File: config.mk
export PLATFORM = sky130hd
export DESIGN_NAME = amba3_apb_arbiter
export DESIGN_NICKNAME = d
export VERILOG_FILES = /design/src/rtl/amba3_apb_arbiter.sv
export SDC_FILE = /design/constraint.sdc
export NUM_CORES = 1
export LEC_CHECK = 0
export CAP_MARGIN = 15
export CORE_AREA = 2 2 157 159
export DETAILED_ROUTE_END_ITERATION = 16
export DIE_AREA = 0 0 159 161
export SYNTH_ARGS = -nofsm -noshare
export SYNTH_HDL_FRONTEND = slang
export SYNTH_SLANG_ARGS = --single-unit
File: constraint.sdc
create_clock -name pclk -period 5.2 [get_ports pclk]
set_input_delay 1.04 -clock pclk [delete_from_list [all_inputs] [get_ports pclk]]
set_output_delay 1.04 -clock pclk [all_outputs]
set_load 0.02 [all_outputs]
File: src/rtl/amba3_apb_arbiter.sv
// Shares one AMBA3 APB master port between NUM_REQ req/ack requesters with round-robin
// arbitration. Runs SETUP/ACCESS, returns read data and error, optional PREADY watchdog.
module amba3_apb_arbiter #(
    parameter int NUM_REQ   = 4,
    parameter int ADDR_SIZE = 32,
    parameter int DATA_SIZE = 32,
    parameter int TIMEOUT   = 0
) (
    input  logic                         pclk,
    input  logic                         preset,
    input  logic [NUM_REQ-1:0]           req,
    input  logic [NUM_REQ-1:0]           req_write,
    input  logic [NUM_REQ*ADDR_SIZE-1:0] req_addr,
    input  logic [NUM_REQ*DATA_SIZE-1:0] req_wdata,
    output logic [NUM_REQ-1:0]           ack,
    output logic [DATA_SIZE-1:0]         rdata,
    output logic                         slverr,
    output logic                         timeout,
    output logic [ADDR_SIZE-1:0]         paddr,
    output logic                         psel,
    output logic                         penable,
    output logic                         pwrite,
    output logic [DATA_SIZE-1:0]         pwdata,
    input  logic [DATA_SIZE-1:0]         prdata,
    input  logic                         pready,
    input  logic                         pslverr
);
    localparam int GW = (NUM_REQ > 1) ? $clog2(NUM_REQ) : 1;
    localparam int CW = (TIMEOUT > 0) ? $clog2(TIMEOUT + 1) : 1;
    localparam logic [GW-1:0] LAST_IDX = GW'(NUM_REQ - 1);
    localparam logic [CW-1:0] WD_LAST  = CW'((TIMEOUT > 0) ? (TIMEOUT - 1) : 0);
    localparam logic [GW:0]   NUM_W    = (GW+1)'(NUM_REQ);

    typedef enum logic [1:0] {
        S_IDLE,
        S_SETUP,
        S_ACCESS
    } state_t;

    state_t                state_q, state_d;
    logic [GW-1:0]         ptr_q, ptr_d;
    logic [GW-1:0]         gnt_q, gnt_d;
    logic [CW-1:0]         wd_cnt_q, wd_cnt_d;
    logic [ADDR_SIZE-1:0]  paddr_q, paddr_d;
    logic [DATA_SIZE-1:0]  pwdata_q, pwdata_d;
    logic                  pwrite_q, pwrite_d;
    logic                  psel_q, psel_d;
    logic                  penable_q, penable_d;
    logic [NUM_REQ-1:0]    ack_q, ack_d;
    logic [DATA_SIZE-1:0]  rdata_q, rdata_d;
    logic                  slverr_q, slverr_d;
    logic                  timeout_q, timeout_d;

    logic [ADDR_SIZE-1:0]  addr_arr  [NUM_REQ];
    logic [DATA_SIZE-1:0]  wdata_arr [NUM_REQ];
    logic [NUM_REQ-1:0]    elig;
    logic                  found;
    logic [GW-1:0]         pick;
    logic [GW:0]           idx;
    logic [GW-1:0]         ptr_next;
    logic                  complete;
    logic                  abort;

    genvar gi;
    generate
        for (gi = 0; gi < NUM_REQ; gi++) begin : g_unpack
            assign addr_arr[gi]  = req_addr[gi*ADDR_SIZE +: ADDR_SIZE];
            assign wdata_arr[gi] = req_wdata[gi*DATA_SIZE +: DATA_SIZE];
        end
    endgenerate

    // A requester being acked this cycle may still hold req; that level is not a new command yet.
    assign elig = req & ~ack_q;

    always_comb begin
        found = 1'b0;
        pick  = ptr_q;
        idx   = '0;
        for (int k = 0; k < NUM_REQ; k++) begin
            idx = {1'b0, ptr_q} + (GW+1)'(k);
            if (idx >= NUM_W) begin
                idx = idx - NUM_W;
            end
            if (!found && elig[idx[GW-1:0]]) begin
                found = 1'b1;
                pick  = idx[GW-1:0];
            end
        end
    end

    assign ptr_next = (gnt_q == LAST_IDX) ? '0 : gnt_q + 1'b1;

    always_comb begin
        state_d   = state_q;
        ptr_d     = ptr_q;
        gnt_d     = gnt_q;
        wd_cnt_d  = wd_cnt_q;
        paddr_d   = paddr_q;
        pwdata_d  = pwdata_q;
        pwrite_d  = pwrite_q;
        psel_d    = psel_q;
        penable_d = penable_q;
        ack_d     = '0;
        rdata_d   = rdata_q;
        slverr_d  = 1'b0;
        timeout_d = 1'b0;
        complete  = 1'b0;
        abort     = 1'b0;

        case (state_q)
            S_IDLE: begin
                if (found) begin
                    gnt_d     = pick;
                    paddr_d   = addr_arr[pick];
                    pwrite_d  = req_write[pick];
                    pwdata_d  = wdata_arr[pick];
                    psel_d    = 1'b1;
                    penable_d = 1'b0;
                    wd_cnt_d  = '0;
                    state_d   = S_SETUP;
                end
            end
            S_SETUP: begin
                penable_d = 1'b1;
                state_d   = S_ACCESS;
            end
            S_ACCESS: begin
                if (pready) begin
                    complete = 1'b1;
                end else if (TIMEOUT > 0) begin
                    // The count reaches TIMEOUT on the same edge that aborts, so ACCESS lasts TIMEOUT cycles.
                    wd_cnt_d = wd_cnt_q + 1'b1;
                    if (wd_cnt_q == WD_LAST) begin
                        complete = 1'b1;
                        abort    = 1'b1;
                    end
                end
            end
            default: begin
                state_d = S_IDLE;
            end
        endcase

        if (complete) begin
            ack_d[gnt_q] = 1'b1;
            rdata_d      = (pwrite_q || abort) ? '0 : prdata;
            slverr_d     = abort ? 1'b1 : pslverr;
            timeout_d    = abort;
            psel_d       = 1'b0;
            penable_d    = 1'b0;
            ptr_d        = ptr_next;
            state_d      = S_IDLE;
        end
    end

    always_ff @(posedge pclk or posedge preset) begin
        if (preset) begin
            state_q   <= S_IDLE;
            ptr_q     <= '0;
            gnt_q     <= '0;
            wd_cnt_q  <= '0;
            paddr_q   <= '0;
            pwdata_q  <= '0;
            pwrite_q  <= 1'b0;
            psel_q    <= 1'b0;
            penable_q <= 1'b0;
            ack_q     <= '0;
            rdata_q   <= '0;
            slverr_q  <= 1'b0;
            timeout_q <= 1'b0;
        end else begin
            state_q   <= state_d;
            ptr_q     <= ptr_d;
            gnt_q     <= gnt_d;
            wd_cnt_q  <= wd_cnt_d;
            paddr_q   <= paddr_d;
            pwdata_q  <= pwdata_d;
            pwrite_q  <= pwrite_d;
            psel_q    <= psel_d;
            penable_q <= penable_d;
            ack_q     <= ack_d;
            rdata_q   <= rdata_d;
            slverr_q  <= slverr_d;
            timeout_q <= timeout_d;
        end
    end

    assign ack     = ack_q;
    assign rdata   = rdata_q;
    assign slverr  = slverr_q;
    assign timeout = timeout_q;
    assign paddr   = paddr_q;
    assign psel    = psel_q;
    assign penable = penable_q;
    assign pwrite  = pwrite_q;
    assign pwdata  = pwdata_q;

endmodule

==> out/qor.json, run 1 <==
{
  "yosys": {
    "synth_seq_cells": 110,
    "synth.mux.area_fraction_pct": 0.346,
    "post_synth_simple_gate_area_pct": 26.1,
    "synth_async_sr_flop_share_pct": 100,
    "synth.yosys.seq_area_share_pct": 44.8,
    "postSynthNetCount": 1026,
    "yosys.area_share.xor_xnor_pct": 0,
    "yosys_most_used_dff": "dfrtp_1",
    "synth_area_per_cell_um2": 8.51,
    "share_of_the_synthesized_area_in_compound_gates_ao_oa_aoi_oai_pct": 21.8,
    "yosys_warnings": 0,
    "ys_types": 36,
    "synth_adder_area_share_pct": 0.815,
    "combinational_family_with_the_most_area_after_synthesis": "simple AND/OR/NAND/NOR gates",
    "syn-cell-area_um2": 6140,
    "synthCells": 722,
    "synth-edff-count": 0
  },
  "clock_network": {
    "numCtsBuffers": 9,
    "post_cts_hold_buffer_count": 0,
    "cts.sinks": 110,
    "clkLatencyLatePin_ps": 370,
    "htree_num_levels": 3,
    "cts_repair_resize_count": 0,
    "cts.repair_timing.setup_buffer_count": 0,
    "ctsRootBufferMaster": "clkbuf_16",
    "cts_tree": "built",
    "clk_transition_reported_paths_ps": 80,
    "cts_buffer_depth": 2
  },
  "floorplan": {
    "initial_core_util_pct": 25.6,
    "core_um2": 24000,
    "die_y_um": 161,
    "fp.dieArea_um2": 25600,
    "rows": 57,
    "die-width_um": 159,
    "boundaryPins": 405
  },
  "cells_and_area": {
    "utilization_pct": 44.9,
    "layout_common_cells": "403 x clkdlybuf4s50_1, 168 x nand2_1, 110 x dfrtp_1",
    "finish.instance_area_um2": 10800,
    "layout_commonest_cell": "clkdlybuf4s50_1",
    "nNetsFinal": 1386,
    "finalNonFillerCells": 1412,
    "p_r_area_growth_vs_syn_pct": 75.1,
    "drive_gt1_share_pct": 4.14
  },
  "timing": {
    "setup_violations": 0,
    "post-route-period-util_pct": 67.5,
    "hold_ws_ps": 490,
    "worst_slew_pin_slew_ps": 963,
    "timing.slew.headroom_pct": 35.6,
    "layout_min_cycle_time_ps": 3510,
    "final.setup.tns_ps": 0,
    "setup_repair_after_global_routing_missed_its_margin": "no",
    "worst_clock_skew_ps": 20.6,
    "timing.fmax_mhz": 285,
    "slew_violations": 0,
    "hold_viol": 0
  },
  "worst_setup_path": {
    "reg2reg_from": "ack[1]",
    "crit_path_top_delay_cell": "and2_2",
    "path_class": "in -> reg",
    "reg2reg_slack_ps": 2430,
    "worst_r2r_endpoint": "paddr[8]",
    "crit_fanout": 36,
    "endpoint_kind": "flop",
    "cp_cell_sequence": "clkdlybuf4s50_1, nor2b_2, o22ai_1, a22oi_2, buf_4, and2_2, buf_12, nand2_1, a311oi_1",
    "timing.reg2reg.worst_path_depth": 8,
    "critPathLaunchType": "input port",
    "critical_path_arrival_ps": 3770,
    "crit_path_max_incr_delay_ps": 720,
    "worstPathRequired_ps": 5450
  },
  "worst_hold_path": {
    "whs_path_depth": 2,
    "whs_endpoint": "rdata[26]",
    "timing.hold.worst.class": "reg -> reg",
    "worstHoldStart": "rdata[26]"
  },
  "drt": {
    "totalWireLength_mm": 27.3,
    "detail_route.drc_violations": 0,
    "first_pass_detailed_route_iteration_total": 5,
    "drtIter0Drc": 362,
    "detailroute.via_count": 6862,
    "wl_per_cell_um": 19.3,
    "ant_nets": 0,
    "via_per_inst": 4.86
  },
  "global_routing": {
    "grt_antenna_before_repair": 1,
    "grt_max_degree": 74,
    "via_count_of_the_first_global_routing_pass": 6966,
    "grt_overflow_total": 0,
    "gr-usage-all-layers_pct": 20.6,
    "wire_length_of_the_first_global_routing_pass_mm": 40.8
  },
  "placed_design": {
    "port_buffers": 403,
    "placed_cells_incl_taps": 1395,
    "place.detailed.hpwl_mm": 19.6,
    "dpl_cell_area_um2": 10400,
    "finalWeightedCongestion": 0.850
  },
  "pwr": {
    "cellLeakagePower_nw": 4.39,
    "cellPowerDensity_nw_per_um2": 537,
    "irDropWorstVdd_mv": 0.394
  },
  "run": {
    "timing.max_cap.violations": 0
  },
  "outcome": {
    "outcome": "finished clean"
  }
}
worst max-delay path by stage:
stage,end,slack [ps],depth (start not counted),start
global placement,paddr[12],1350,9,req[3]
global route,paddr[10],1490,9,req[1]
detailed placement,paddr[16],1300,9,req[3]
finish,paddr[8],1690,9,req[1]
floorplan,ack[0],1260,1,preset
CTS,paddr[8],1680,9,req[3]
registers in the layout, indices dropped and copies added, names as in the netlist:
name     count
rdata       32
penable      1
pwrite       1
ptr_q        2
psel         1
ack          4
slverr       1
state_q      2
paddr       32
gnt_q        2
pwdata      32
through the flow:
step	total power, mW	worst slack (ps)
4_1_cts	5.83	1680
5_1_grt	6.16	1490
6_report	5.77	1690
3_3_place_gp	5.01	1350
2_1_floorplan	3.49	1260
3_5_place_dp	5.04	1300
layout make-up:
cell class / count / area, um^2
well taps: 324 / 405
inverters: 11 / 43.8
repair buffers: 417 / 4180
fillers: 2414 / 13200
clock inverters: 7 / 96.3
flip-flops and latches: 110 / 2750
clock buffers: 9 / 225
multi-input cells: 533 / 3050
diodes: 1 / 2.50
cells by family after synthesis:
kind of cell,Yosys count
AND/OR/NAND/NOR,348
AO/OA/AOI/OAI,178
flip-flops,110
buffers and inverters,79
adder cells (fa/ha/maj),4
multiplexers,2
other,1
worst max-delay path, delay by kind of cell:
| kind | cells | cell delay, ps |
|---|---|---|
| AOI/OAI and AO/OA | 3 | 550 |
| buffers and inverters | 3 | 1070 |
| and+or+nand+nor | 3 | 1060 |
synthesized netlist by cell type (2+ instances only):
cell type,number,share of area [%]
nor2b_1,2,0.20
inv_1,10,0.61
o21ai_0,34,2.8
nand2_1,169,10
nor2_1,71,4.3
a21oi_1,4,0.33
a211oi_1,65,7.9
and3_1,65,6.6
buf_4,8,0.98
buf_2,36,2.9
dfrtp_1,110,45
o31ai_1,2,0.24
o22ai_1,2,0.20
ha_1,4,0.82
nand2b_1,32,3.3
a311oi_1,65,9.3
clkbuf_1,23,1.4
nand2b_4,2,0.45
per-layer routing:
metal | routed length [um] | GRT usage, % | share of wire (%) | up-vias
met2 | 13500 | 35.1 | 49 | 312
li1 | - | - | - | 3277
met3 | 1910 | 5.34 | 7.0 | 31
met1 | 11300 | 25.4 | 41 | 3242
met5 | 0 | 0 | 0 | -
met4 | 625 | 6.74 | 2.3 | 0
power by group:
| part | internal (mW) | switching, mW | total, mW |
|---|---|---|---|
| clock network | 0.359 | 0.410 | 0.769 |
| registers | 1.27 | 0.269 | 1.54 |
| logic | 1.50 | 1.97 | 3.46 |
| total | 3.12 | 2.65 | 5.77 |
Power figures use the tool's default switching activity.
==> inputs of run 2 (changes only) <==
==> constraint.sdc (replaced) <==
create_clock -name pclk -period 3.5 [get_ports pclk]
set_input_delay 0.7 -clock pclk [delete_from_list [all_inputs] [get_ports pclk]]
set_output_delay 0.7 -clock pclk [all_outputs]
set_load 0.02 [all_outputs]
==> run 2 against run 1 <==
  * Power is 50% higher
  * Clock power is 48% higher
  * Critical path depth is 1 lower
  * Via count is 0.22% higher
  * Setup slack worse by 940 ps
  * Clock skew is 2.8 ps lower
  * Sequential share of layout area is 0.20 points lower
  * Register-to-register slack worse by 1300 ps
  * Largest cell class unchanged
  * Global-route usage is 0.11 points lower
  * Flip-flop and latch count stayed put
  * Final cell count is 0.42% higher
==> out/qor.json, run 2 (synthesis gave the netlist of run 1 again) <==
{
  "clock_network": {
    "clk_transition_reported_paths": {"value": 100, "unit": "ps", "change": "+20 ps"},
    "cts_tree": "built",
    "numCtsBuffers": {"value": 9, "change": "unchanged"},
    "cts_repair_resize_count": {"value": 0, "change": "unchanged"},
    "clkLatencyLatePin": {"value": 370, "unit": "ps", "change": "about the same"},
    "cts.sinks": {"value": 110, "change": "unchanged"},
    "post_cts_hold_buffer_count": {"value": 0, "change": "unchanged"},
    "htree_num_levels": {"value": 3, "change": "unchanged"},
    "ctsRootBufferMaster": "clkbuf_16",
    "cts_buffer_depth": {"value": 2, "change": "unchanged"},
    "cts.repair_timing.setup_buffer_count": {"value": 0, "change": "unchanged"}
  },
  "timing": {
    "layout_min_cycle_time_ps": 2750,
    "setup_violations": {"value": 0, "change": "unchanged"},
    "timing.fmax_mhz": 363,
    "setup_repair_after_global_routing_missed_its_margin": "no",
    "slew_violations": {"value": 0, "change": "unchanged"},
    "hold_viol": {"value": 0, "change": "unchanged"},
    "post-route-period-util_pct": 78.6,
    "final.setup.tns": {"value": 0, "unit": "ps", "change": "unchanged"},
    "timing.slew.headroom": {"value": 60.2, "unit": "%", "change": "+25 points"},
    "worst_slew_pin_slew": {"value": 595, "unit": "ps", "change": "-368 ps"},
    "worst_clock_skew": {"value": 17.9, "unit": "ps", "change": "-2.77 ps"}
  },
  "global_routing": {
    "grt_max_degree": {"value": 67, "change": "-9.5%"},
    "grt_antenna_before_repair": {"value": 2, "change": "+1"},
    "wire_length_of_the_first_global_routing_pass": {"value": 40.6, "unit": "mm", "change": "-0.69%"},
    "gr-usage-all-layers": {"value": 20.5, "unit": "%", "change": "-0.11 points"},
    "via_count_of_the_first_global_routing_pass": {"value": 6943, "change": "-0.33%"},
    "grt_overflow_total": {"value": 0, "change": "unchanged"}
  },
  "placed_design": {
    "dpl_cell_area": {"value": 10500, "unit": "um^2", "change": "+0.73%"},
    "placed_cells_incl_taps": {"value": 1400, "change": "+0.36%"},
    "place.detailed.hpwl": {"value": 19.7, "unit": "mm", "change": "+0.51%"},
    "port_buffers": {"value": 403, "change": "unchanged"},
    "finalWeightedCongestion": {"value": 0.905, "change": "+6.5%"}
  },
  "floorplan": {
    "boundaryPins": {"value": 405, "change": "unchanged"},
    "initial_core_util": {"value": 25.6, "unit": "%", "change": "unchanged"},
    "die_y": {"value": 161, "unit": "um", "change": "unchanged"},
    "die-width": {"value": 159, "unit": "um", "change": "unchanged"},
    "core": {"value": 24000, "unit": "um^2", "change": "unchanged"},
    "fp.dieArea": {"value": 25600, "unit": "um^2", "change": "unchanged"},
    "rows": {"value": 57, "change": "unchanged"}
  },
  "pwr": {
    "irDropWorstVdd": {"value": 0.302, "unit": "mV", "change": "-23%"},
    "cellPowerDensity": {"value": 797, "unit": "nW/um^2", "change": "+49%"},
    "cellLeakagePower": {"value": 4.42, "unit": "nW", "change": "+0.74%"}
  },
  "worst_setup_path": {
    "path_class": "in -> reg",
    "critPathBufInv": {"value": 2, "change": "-1"},
    "worstPathRequired": {"value": 3770, "unit": "ps", "change": "-1680 ps"},
    "critical-path-top-delay-family": "compound AO/OA/AOI/OAI gates",
    "crit_path_top_delay_cell": "o21ai_4",
    "crit_fanout": {"value": 25, "change": "-31%"},
    "cp_cell_sequence": "clkdlybuf4s50_1, nor2b_1, o31ai_1, a21oi_1, o21ai_4, buf_4, a211oi_1, a311oi_1",
    "critical_path_arrival": {"value": 3020, "unit": "ps", "change": "-750 ps"},
    "critPathLaunchType": "input port",
    "endpoint_kind": "flop",
    "crit_path_max_incr_delay": {"value": 540, "unit": "ps", "change": "-180 ps"}
  },
  "drt": {
    "detailroute.via_count": {"value": 6877, "change": "+0.22%"},
    "via_per_inst": {"value": 4.85, "change": "-0.21%"},
    "drtIter0Drc": {"value": 389, "change": "+7.5%"},
    "wl_per_cell": {"value": 19.2, "unit": "um", "change": "-0.40%"},
    "first_pass_detailed_route_iteration_total": {"value": 6, "change": "+1"},
    "detail_route.drc_violations": {"value": 0, "change": "unchanged"},
    "totalWireLength": {"value": 27.3, "unit": "mm", "change": "about the same"},
    "ant_nets": {"value": 0, "change": "unchanged"}
  },
  "worst_hold_path": {
    "timing.hold.worst.class": "reg -> reg"
  },
  "cells_and_area": {
    "finish.instance_area": {"value": 10800, "unit": "um^2", "change": "+0.78%"},
    "multi_input_area": {"value": 3050, "unit": "um^2", "change": "unchanged"},
    "drive_gt1_share": {"value": 4.58, "unit": "%", "change": "+0.44 points"},
    "layout_commonest_cell": "clkdlybuf4s50_1",
    "total_of_fill_cells_in_the_finished_design": {"value": 2381, "change": "-1.4%"},
    "seqCellArea": {"value": 2750, "unit": "um^2", "change": "unchanged"},
    "nNetsFinal": {"value": 1391, "change": "+0.36%"},
    "layout_common_cells": "403 x clkdlybuf4s50_1, 168 x nand2_1, 110 x dfrtp_1",
    "p_r_area_growth_vs_syn_pct": 76.5,
    "finalNonFillerCells": {"value": 1418, "change": "+0.42%"}
  },
  "run": {
    "timing.max_cap.violations": {"value": 0, "change": "unchanged"}
  },
  "outcome": {
    "outcome": "finished clean"
  }
}
[run 2: report_power, final]
part | internal [mW] | switching (mW)
clock network | 0.535 | 0.606
registers | 1.88 | 0.349
logic | 2.28 | 2.99
total | 4.70 | 3.94
[run 2: per-stage QoR]
stage	util (%)	power, mW	hold slack, ps	worst slack, ps
3_5_place_dp	43.8	7.58	470	328
6_report	45.2	8.64	488	748
5_1_grt	45.2	9.22	508	472
4_1_cts	45.2	8.76	493	722
3_3_place_gp	43.8	7.53	461	373
2_1_floorplan	-	5.18	498	1390
[run 2: layout make-up]
| class | count | area share, % |
|---|---|---|
| clock inverters | 7 | 0.935 |
| inverters | 11 | 0.416 |
| multi-input cells | 533 | 28.1 |
| well taps | 324 | 3.74 |
| clock buffers | 9 | 2.08 |
| flip-flops and latches | 110 | 25.4 |
| diodes | 2 | 0.0462 |
| repair buffers | 422 | 39.2 |
[run 2: tightest hold or removal path: cells and delay by family (launching register included)]
family	cells	cell delay, ps
AO/OA/AOI/OAI	1	60
flip-flops	1	350
AND/OR/NAND/NOR	1	50
[run 2: layer usage]
metal | vias to the layer above | GRT usage, % | routed length, um
li1 | 3289 | - | -
met1 | 3235 | 24.5 | 11200
met2 | 309 | 35.7 | 13300
met3 | 44 | 5.08 | 1980
met4 | 0 | 7.64 | 837
met5 | - | 0 | 0
[run 2: worst paths after layout]
kind / start / endpoint / slack [ps] / cells past startpoint
max: req[2] / paddr[7] / 750 / 8
min: rdata[13] / rdata[13] / 490 / 2
max reg2reg: ptr_q[1] / paddr[7] / 1120 / 7
min reg2reg: rdata[13] / rdata[13] / 490 / 2
max in group asynchronous: preset / state_q[1] / 2250 / 3
min in group asynchronous: preset / pwdata[8] / 620 / 2
==> inputs of run 3 (changes only) <==
==> constraint.sdc (replaced) <==
create_clock -name pclk -period 2.55 [get_ports pclk]
set_input_delay 0.51 -clock pclk [delete_from_list [all_inputs] [get_ports pclk]]
set_output_delay 0.51 -clock pclk [all_outputs]
set_load 0.02 [all_outputs]
==> run 3 against run 2 <==
  * Flip-flop and latch count stayed put
  * Critical endpoint is now paddr[21]
  * Clock-buffer cell count stayed put
  * Critical path depth stayed put
  * Register-to-register slack worse by 620 ps
==> out/qor.json, run 3 (synthesis gave the netlist of run 1 again) <==
{
  "clock_network": {
    "cts_repair_resize_count": {"value": 0, "change": "unchanged"},
    "post_cts_hold_buffer_count": {"value": 0, "change": "unchanged"},
    "clk_transition_reported_paths": {"value": 90, "unit": "ps", "change": "about the same"},
    "cts.sinks": {"value": 110, "change": "unchanged"},
    "clkLatencyLatePin": {"value": 370, "unit": "ps", "change": "about the same"},
    "numCtsBuffers": {"value": 9, "change": "unchanged"},
    "cts.repair_timing.setup_buffer_count": {"value": 0, "change": "unchanged"},
    "ctsRootBufferMaster": "clkbuf_16",
    "htree_num_levels": {"value": 3, "change": "unchanged"},
    "cts_tree": "built",
    "cts_buffer_depth": {"value": 2, "change": "unchanged"}
  },
  "global_routing": {
    "grt_max_degree": {"value": 73, "change": "+9.0%"},
    "via_count_of_the_first_global_routing_pass": {"value": 6864, "change": "-1.1%"},
    "wire_length_of_the_first_global_routing_pass": {"value": 40.7, "unit": "mm", "change": "+0.36%"},
    "gr-usage-all-layers": {"value": 20.6, "unit": "%", "change": "+0.10 points"},
    "grt_overflow_total": {"value": 0, "change": "unchanged"},
    "grt_antenna_before_repair": {"value": 4, "change": "+2"}
  },
  "timing": {
    "timing.fmax_mhz": 444,
    "setup_slack": {"value": 299, "unit": "ps", "change": "-450 ps"},
    "layout_min_cycle_time_ps": 2250,
    "hold_viol": {"value": 0, "change": "unchanged"},
    "post-route-period-util_pct": 88.3,
    "hold_ws": {"value": 484, "unit": "ps", "change": "-4.22 ps"},
    "setup_violations": {"value": 0, "change": "unchanged"},
    "worst_clock_skew": {"value": 12.9, "unit": "ps", "change": "-4.91 ps"},
    "setup_repair_after_global_routing_missed_its_margin": "no",
    "slew_violations": {"value": 0, "change": "unchanged"}
  },
  "worst_setup_path": {
    "critPathLaunchType": "input port",
    "reg2reg_slack": {"value": 500, "unit": "ps", "change": "-620 ps"},
    "endpoint_kind": "flop",
    "path_class": "in -> reg",
    "critical_path_arrival": {"value": 2510, "unit": "ps", "change": "-510 ps"},
    "crit_start": "req[3]",
    "crit_fanout": {"value": 38, "change": "+52%"},
    "reg2reg_from": "ack[3]",
    "worstPathRequired": {"value": 2810, "unit": "ps", "change": "-960 ps"}
  },
  "cells_and_area": {
    "p_r_area_growth_vs_syn_pct": 80.1,
    "finish.instance_area": {"value": 11100, "unit": "um^2", "change": "+2.1%"},
    "layout_commonest_cell": "clkdlybuf4s50_1",
    "layout_common_cells": "403 x clkdlybuf4s50_1, 168 x nand2_1, 110 x dfrtp_1",
    "drive_gt1_share": {"value": 5.79, "unit": "%", "change": "+1.2 points"},
    "total_of_fill_cells_in_the_finished_design": {"value": 2350, "change": "-1.3%"},
    "finalNonFillerCells": {"value": 1434, "change": "+1.1%"},
    "nNetsFinal": {"value": 1405, "change": "+1.0%"}
  },
  "drt": {
    "ant_nets": {"value": 0, "change": "unchanged"},
    "totalWireLength": {"value": 27.2, "unit": "mm", "change": "-0.50%"},
    "detail_route.drc_violations": {"value": 0, "change": "unchanged"},
    "detailroute.via_count": {"value": 6886, "change": "+0.13%"},
    "wl_per_cell": {"value": 18.9, "unit": "um", "change": "-1.6%"},
    "via_per_inst": {"value": 4.80, "change": "-0.99%"},
    "first_pass_detailed_route_iteration_total": {"value": 4, "change": "-2"},
    "drtIter0Drc": {"value": 392, "change": "+0.77%"}
  },
  "pwr": {
    "power.total": {"value": 12.2, "unit": "mW", "change": "+41%"},
    "p_int": {"value": 6.75, "unit": "mW", "change": "+44%"},
    "switching_share": {"value": 44.5, "unit": "%", "change": "-1.2 points"},
    "irDropWorstVdd": {"value": 0.461, "unit": "mV", "change": "+53%"},
    "power.share.sequential": {"value": 25.4, "unit": "%", "change": "-0.4 points"},
    "cellPowerDensity": {"value": 1100, "unit": "nW/um^2", "change": "+38%"},
    "cellLeakagePower": {"value": 4.53, "unit": "nW", "change": "+2.5%"},
    "combinational_power_share": {"value": 62.0, "unit": "%", "change": "+1.0 points"},
    "clkPwrFrac": {"value": 12.7, "unit": "%", "change": "-0.5 points"},
    "p_sw": {"value": 5.41, "unit": "mW", "change": "+37%"}
  },
  "placed_design": {
    "finalWeightedCongestion": {"value": 0.834, "change": "-7.8%"},
    "dpl_cell_area": {"value": 10700, "unit": "um^2", "change": "+2.2%"},
    "placed_cells_incl_taps": {"value": 1414, "change": "+1.0%"},
    "dpl_worst_slack": {"value": -131, "unit": "ps", "change": "-459 ps"},
    "place.detailed.hpwl": {"value": 20.4, "unit": "mm", "change": "+3.7%"},
    "port_buffers": {"value": 403, "change": "unchanged"}
  },
  "floorplan": {
    "boundaryPins": {"value": 405, "change": "unchanged"},
    "die_y": {"value": 161, "unit": "um", "change": "unchanged"},
    "fp.dieArea": {"value": 25600, "unit": "um^2", "change": "unchanged"},
    "core": {"value": 24000, "unit": "um^2", "change": "unchanged"},
    "initial_core_util": {"value": 25.6, "unit": "%", "change": "unchanged"},
    "die-width": {"value": 159, "unit": "um", "change": "unchanged"},
    "rows": {"value": 57, "change": "unchanged"}
  },
  "worst_hold_path": {
    "worstHoldStart": "rdata[20]",
    "timing.hold.worst.class": "reg -> reg"
  },
  "outcome": {
    "outcome": "finished clean"
  },
  "run": {
    "timing.max_cap.violations": {"value": 0, "change": "unchanged"}
  }
}
==> run 3: layer usage <==
| metal | vias up | track usage [%] | part of all wire (%) |
|---|---|---|---|
| met5 | - | 0 | 0 |
| met3 | 37 | 5.86 | 7.4 |
| li1 | 3318 | - | - |
| met4 | 0 | 7.85 | 2.5 |
| met1 | 3248 | 25.4 | 42 |
| met2 | 283 | 34.2 | 48 |
==> run 3: final timing paths <==
check,end,depth (start not counted)
worst max-delay path,paddr[21],8
max in group asynchronous,ptr_q[0],3
worst min-delay path,rdata[20],2
worst min register to register,rdata[20],2
min in group asynchronous,pwdata[6],3
worst max register to register,paddr[21],7
==> run 3: area by class of cell <==
| class | instances | area [um^2] | share of cell area (%) |
|---|---|---|---|
| clock buffer | 9 | 225 | 2.04 |
| clock inverter | 7 | 88.8 | 0.803 |
| sequential | 110 | 2750 | 24.9 |
| antenna | 4 | 10.0 | 0.0905 |
| inverter | 11 | 45.0 | 0.407 |
| tap | 324 | 405 | 3.67 |
| multi-input combinational | 533 | 3050 | 27.6 |
| timing repair buffer | 436 | 4480 | 40.5 |
==> run 3: worst max-delay path: stages <==
cell and delay (ps):
clkdlybuf4s50_1 470, nor2b_4 220, o22ai_1 130, a22oi_2 280, and2_2 270, buf_12 240
nand2_1 90, a311oi_1 290
==> run 3: power by group through the flow <==
stage               combinational [mW]  clock [mW]  sequential [mW]
floorplan                         3.13           0             3.98
global placement                  7.56           0             3.10
detailed placement                7.63           0             3.12
CTS                               7.64        1.59             3.09
global route                      8.14        1.65             3.20
finish                            7.53        1.54             3.08
==> run 3: through the flow <==
stage | TNS [ps] | util (%)
final | 0 | 46.2
after global placement | -593 | 44.8
after floorplan | 0 | -
after CTS | 0 | 46.1
after global routing | 0 | 46.2
after detailed placement | -2640 | 44.8
